**config.mk**
```make
export PLATFORM = sky130hd
export DESIGN_NAME = dac_control
export DESIGN_NICKNAME = d
export VERILOG_FILES = /design/src/rtl/dac_control.sv
export SDC_FILE = /design/constraint.sdc
export NUM_CORES = 1
export LEC_CHECK = 0
export BUFFER_PORTS_ARGS = -buffer_cell sky130_fd_sc_hd__buf_2
export CAP_MARGIN = 25
export CORE_UTILIZATION = 57
export CTS_BUF_LIST = sky130_fd_sc_hd__clkbuf_16
export DETAILED_ROUTE_END_ITERATION = 16
export PLACE_DENSITY_LB_ADDON = 0.25
export SKIP_CTS_REPAIR_TIMING = 1
export SYNTH_ARGS = -nofsm -noshare
export SYNTH_HDL_FRONTEND = slang
export SYNTH_SLANG_ARGS = --single-unit
```
**constraint.sdc**
```tcl
create_clock -name Clk -period 3 [get_ports Clk]
set_input_delay 0.15 -clock Clk [delete_from_list [all_inputs] [get_ports Clk]]
set_output_delay 0.15 -clock Clk [all_outputs]
set_load 0.05 [all_outputs]
```
**src/rtl/dac_control.sv**
```systemverilog
// dac_control: triggered burst playback from a valid/ready sample stream onto a
// 12-bit parallel DAC clocked at Clk/CLK_DIV, with a static idle code between bursts.
module dac_control #(
  parameter int CLK_DIV = 4
) (
  input  logic        Clk,
  input  logic        reset_n,
  input  logic        Trigger,
  input  logic        StartGen,
  input  logic [3:0]  DacStartDelay,
  input  logic [7:0]  DacDataNumber,
  input  logic [11:0] IdleCode,
  input  logic [11:0] SampleData,
  input  logic        SampleValid,
  output logic        SampleReady,
  output logic        DAC_CLK,
  output logic [11:0] DAC_DATA,
  output logic        Busy,
  output logic        Done,
  output logic        Underrun
);
  localparam int PW = (CLK_DIV > 2) ? $clog2(CLK_DIV) : 1;
  localparam logic [PW-1:0] LAST = PW'(CLK_DIV - 1);
  localparam logic [PW-1:0] HALF = PW'(CLK_DIV / 2);

  typedef enum logic [1:0] {IDLE, DELAY, PLAY, DONE} state_t;
  state_t state, stateNext;

  logic [PW-1:0] phase, phaseNext;
  logic          trigMeta, trigSync, trigDly;
  logic [3:0]    delayCount, delayLat;
  logic [7:0]    sampleCount, numberLat;
  logic          phaseEnd, accept;

  assign phaseEnd    = phase == LAST;
  assign phaseNext   = phaseEnd ? '0 : phase + 1'b1;
  assign accept      = state == IDLE && trigSync && !trigDly && StartGen;
  // Ready is withheld once StartGen drops so an aborted burst takes no further samples
  assign SampleReady = state == PLAY && phase == '0 && StartGen;
  assign Busy        = state != IDLE;
  assign Done        = state == DONE && phaseEnd;

  always_ff @(posedge Clk or negedge reset_n)
    if (!reset_n) state <= IDLE;
    else          state <= stateNext;

  always_comb begin
    stateNext = state;
    case (state)
      IDLE:    stateNext = accept ? DELAY : IDLE;
      DELAY:   stateNext = !StartGen ? DONE :
                           (phaseEnd && delayCount >= delayLat) ? (numberLat == 8'd0 ? DONE : PLAY) : DELAY;
      PLAY:    stateNext = (!StartGen || (SampleReady && sampleCount + 8'd1 == numberLat)) ? DONE : PLAY;
      DONE:    stateNext = phaseEnd ? IDLE : DONE;
      default: stateNext = IDLE;
    endcase
  end

  always_ff @(posedge Clk or negedge reset_n)
    if (!reset_n) begin
      phase       <= '0;
      DAC_CLK     <= 1'b0;
      DAC_DATA    <= 12'h000;
      Underrun    <= 1'b0;
      trigMeta    <= 1'b0;
      trigSync    <= 1'b0;
      trigDly     <= 1'b0;
      delayCount  <= '0;
      delayLat    <= '0;
      sampleCount <= '0;
      numberLat   <= '0;
    end else begin
      phase    <= phaseNext;
      DAC_CLK  <= phaseNext >= HALF;
      trigMeta <= Trigger;
      trigSync <= trigMeta;
      trigDly  <= trigSync;
      if (accept) begin
        delayLat    <= DacStartDelay;
        numberLat   <= DacDataNumber;
        delayCount  <= '0;
        sampleCount <= '0;
        Underrun    <= 1'b0;
      end
      if (state == DELAY && phaseEnd && delayCount < delayLat)
        delayCount <= delayCount + 4'd1;
      // A missing sample still consumes its slot; the DAC repeats the last code
      if (SampleReady) begin
        sampleCount <= sampleCount + 8'd1;
        if (SampleValid) DAC_DATA <= SampleData;
        else             Underrun <= 1'b1;
      end
      if (state == IDLE && phase == '0)
        DAC_DATA <= IdleCode;
    end
endmodule

```
[Word-level counts from Yosys, hierarchy flattened]
Index checks and enable logic that the tools add are counted.
Cells by class
  mux-type cells: 18
  $add $sub $neg: 3
  reduce and logical (&&, ||, !) cells: 23
  equality and inequality tests: 5
  magnitude comparators: 3
Operators with widths (count)
  2-to-1 mux 12 bit: 3
  2-to-1 mux 8 bit: 2
  logical AND 1 bit: 11
  nonzero test 2 bit: 5
  adder 8 x 1 -> 8 bit (second input constant): 1
  equality test 8 bit: 1
  zero test 8 bit: 1
  2-to-1 mux 2 bit: 4
  2-to-1 mux 4 bit: 2
  one-hot mux 2 bit (4 select lines): 1
  equality test 2 bit (second input constant): 3
  2-to-1 mux 1 bit: 6
  adder 4 x 1 -> 4 bit (second input constant): 1
  >= comparator 4 bit: 1
  zero test 2 bit: 2
  < comparator 4 bit: 1
  adder 2 x 1 -> 2 bit (second input constant): 1
  equality test 2 x 1 -> 1 bit (second input constant): 1
  >= comparator 2 bit (second input constant): 1
  zero test 1 bit: 2
  AND reduction 2 bit: 1
  logical OR 1 bit: 1
Word-level totals
  output and inout bits: 17
  register bits: 45
  input port bits: 41

[Longest topological paths before layout]
  depth after elaboration: 7
  mapped depth: 8
  mapped depth without buffers: 8

[Worst setup path after synthesis]
Ideal clock, no wire load.
  path kind: register -> register
  start: reg, netlist name DAC_CLK
  end: reg sampleCount[3]
  required time: 2.904 ns
  library setup time: 0.096 ns
  slack: 1.110 ns
  data arrival time: 1.794 ns
  period minus slack after synthesis: 1.890 ns
  stages on the path, launching flop included: 9
  path through: dfrtp_1 > inv_1 > ha_1 > nand3_2 > inv_1 > buf_4 > nor2_1 > o21ai_0 > o31ai_1
RTL lines
  end signal, assigned: line 89  | sampleCount <= sampleCount + 8'd1;
  end, declared: line 32  | logic [7:0] sampleCount, numberLat;

[Worst setup path after layout]
  start: reg phase[0]
  end: reg DAC_DATA[2]
On the way
  cells in the longest elaborated chain, start to end: 5
  elaborated cells on any way between the ends: 8
  classes of those cells: mux: 1; reduce/logical: 7
Ends and longest elaborated chain
  start, declared: line 29  | logic [PW-1:0] phase, phaseNext;
  start signal, assigned: line 73  | phase <= phaseNext;
  zero test 2 bit (*): line 39, 93
  logical AND 1 bit (2 in a row): line 39  | assign SampleReady = state == PLAY && phase == '0 && StartGen;
  nonzero test 2 bit (no source line)
  AND reduction 2 bit (no source line)
  end signal, assigned: line 90  | if (SampleValid) DAC_DATA <= SampleData;
  end signal, assigned: line 94  | DAC_DATA <= IdleCode;
  end, declared: line 17  | output logic [11:0] DAC_DATA,
Every way passes the cells marked *; elsewhere a longest branch is shown, timed or not.
A chain may end at the register's enable or synchronous reset.

==> flow_summary.json <==
{
  "cts_max_path_buffers": 2,
  "yosysSeqAreaShare_pct": 47.54,
  "viasPerCell": 5.614,
  "power.density_mw_per_mm2": 936.3,
  "tns_ns": 0,
  "grt_pass1_wl_mm": 7.686,
  "yosysUniqueCellTypes": 42,
  "grt_overflow": 0,
  "skew_ns": 0.003616,
  "synthCells": 230,
  "finalMaxSlewViolations": 0,
  "die-area_mm2": 0.004322,
  "setup_viol": 0,
  "drt-total-wl_mm": 4.715,
  "place.gp.congestion": 0.8369,
  "pin_count": 58,
  "synth_warnings": 0,
  "timing.final.crit_share_pct": 71.17,
  "wl_per_cell_um": 13.99,
  "syn_to_final_growth_pct": 21.66,
  "die_width_um": 65.74,
  "crit_type": "flip-flop to flip-flop",
  "portBuffers": 57,
  "required_ns": 3.11,
  "antenna_found_initial": 0,
  "syn-cell-area_mm2": 0.002316,
  "avgSynthCellArea_um2": 10.07,
  "n_fill_cell": 268,
  "via_count": 1892,
  "path_max_fanout": 24,
  "p_leak_nw": 1.312,
  "initial_core_util_pct": 61.41,
  "hold_viol": 0,
  "startpoint_type": "flip-flop",
  "cts_sinks": 44,
  "drtAntennaViolNets": 0,
  "htree_levels": 2,
  "endpoint_kind": "flip-flop",
  "cts.reportedPaths.clkPinSlew_ns": 0.06,
  "coreArea_mm2": 0.003771,
  "final_util_pct": 74.72,
  "core.rowCount": 22,
  "firstDrtPassIters": 4,
  "clock_latency_ns": 0.28,
  "dpl.hpwl_mm": 3.352,
  "cts_tree": "done",
  "track_usage_pct": 23.93,
  "grt_max_degree": 45,
  "whs_ns": 0.06590,
  "tightest_slew_ns": 0.7745,
  "min_period_ns": 2.135,
  "maxCapViolations": 0,
  "ir_worst_vdd_uv": 552.0,
  "synth_nets": 279,
  "die_h_um": 65.74,
  "diodes": 0,
  "grt_pass1_vias": 1744,
  "fmax_ghz": 0.4684,
  "drive_above_1_share_pct": 28.37,
  "min_path_type": "primary input to flip-flop",
  "root_buffer": "clkbuf_16",
  "p_total_mw": 2.638,
  "status": "complete, no violations",
  "drt_iter0_drc": 81,
  "grt_setup_unrepaired": "false",
  "finalNetCount": 337,
  "post-route-drc-count": 0,
  "slew_headroom_pct": 48.37,
  "crit_arrival_ns": 2.25,
  "ys_ff_latch": 44,
  "cts_buffers": 5
}
## kinds of logic (layout without fill, tap and decap cells)
family                     Yosys count  after routing  share of synthesized area (%)
AOI/OAI and AO/OA                   58             58                          14.26
xor gates and xnor gates            10             10                          3.782
adders and majority gates            8              8                          4.322
buffers and inverters               21             80                          4.105
DFF                                 44             44                          47.54
muxes                               23             23                          10.43
and+or+nand+nor                     66             66                          15.56
## synthesized netlist by cell type, drive strengths merged
cell	count	share of area (%)
a211oi	1	0.32
a21o	1	0.32
a21oi	9	2.1
a31oi	1	0.27
and2	4	1.1
and3	2	0.76
and4	1	0.43
buf	8	1.9
clkbuf	2	0.38
dfrtp	44	48
ha	8	4.3
inv	11	1.8
mux2	9	4.4
mux2i	14	6.1
nand2	23	3.7
nand2b	2	0.54
nand3	6	2.1
nand3b	4	1.3
nand4	4	1.1
nand4b	1	0.38
nor2	11	1.8
nor2b	3	0.92
nor3b	2	0.65
nor4	2	0.54
o2111ai	1	0.38
o211ai	1	0.32
o21a	3	0.97
o21ai	36	7.8
o22ai	1	0.27
o31ai	4	1.5
or3	1	0.27
xnor2	5	1.9
xor2	5	1.9
## final timing paths
| path | slack (ns) | to | startpoint | cells after the start |
|---|---|---|---|---|
| min in group asynchronous | 0.21 | DAC_DATA[2] | reset_n | 2 |
| max in group asynchronous | 2.38 | delayCount[2] | reset_n | 3 |
| worst min register to register | 0.35 | trigSync | trigMeta | 0 |
| worst max register to register | 0.87 | DAC_DATA[2] | phase[0] | 5 |
| worst min-delay path | 0.07 | delayLat[2] | DacStartDelay[2] | 3 |
| worst max-delay path | 0.87 | DAC_DATA[2] | phase[0] | 5 |
## placed cells by master (no fill, tap or decap), drive strengths merged, types with 3 or more instances in the layout
| cell | count |
|---|---|
| o31ai | 4 |
| o21ai | 36 |
| xnor2 | 5 |
| o21a | 3 |
| inv | 11 |
| xor2 | 5 |
| mux2 | 9 |
| buf | 59 |
| mux2i | 14 |
| clkbuf | 5 |
| nand2 | 23 |
| nand3 | 6 |
| nor2 | 11 |
| nand4 | 4 |
| nor2b | 3 |
| a21oi | 9 |
| dfrtp | 44 |
| nand3b | 4 |
| and2 | 4 |
| ha | 8 |
## worst max-delay path, stage by stage, from the launching register on
cell and delay (ns):
dfrtp_1 0.38, inv_1 0.06, ha_1 0.19, and2_1 0.38, a21oi_2 0.69, o21ai_0 0.25
## stage by stage
step                      std cells  instance area (um2)  setup WS [ns]
final                           337                 2818         0.8650
after detailed placement        326                 2615         0.8656
after global routing            337                 2818         0.6595
after CTS                       334                 2778         0.8802
after floorplan                 230                 2316          1.110
after global placement          326                 2615         0.9989
## metal layers
metal / part of all wire (%) / GRT usage (%) / vias up
met5: 0 / 0 / -
met4: 2.2 / 13.04 / 0
met3: 7.0 / 4.340 / 12
met2: 48 / 39.54 / 72
met1: 43 / 29.35 / 878
li1: - / - / 930
## sequential cells by signal, summed over array words and instances (netlist names)
register and count:
DAC_DATA 12, numberLat 8, sampleCount 8, delayCount 4
delayLat 4, state 2, DAC_CLK 1, Underrun 1
phase 1, trigDly 1, trigMeta 1, trigSync 1
## area by class of cell
| cell class | count | area (um2) | area share, % |
|---|---|---|---|
| inverter | 11 | 41.29 | 1.465 |
| multi-input combinational | 165 | 1120 | 39.74 |
| clock buffer | 5 | 125.1 | 4.441 |
| clock inverter | 3 | 37.54 | 1.332 |
| timing repair buffer | 61 | 332.8 | 11.81 |
| tap | 48 | 60.06 | 2.131 |
| sequential | 44 | 1101 | 39.08 |
## report_power, final
| group | leakage [nW] | internal, mW | switching [mW] |
|---|---|---|---|
| logic | 0.684 | 0.373 | 0.656 |
| clock network | 0.0789 | 0.386 | 0.206 |
| registers | 0.549 | 0.813 | 0.203 |
Note: power is estimated with default switching activity, not from simulation.
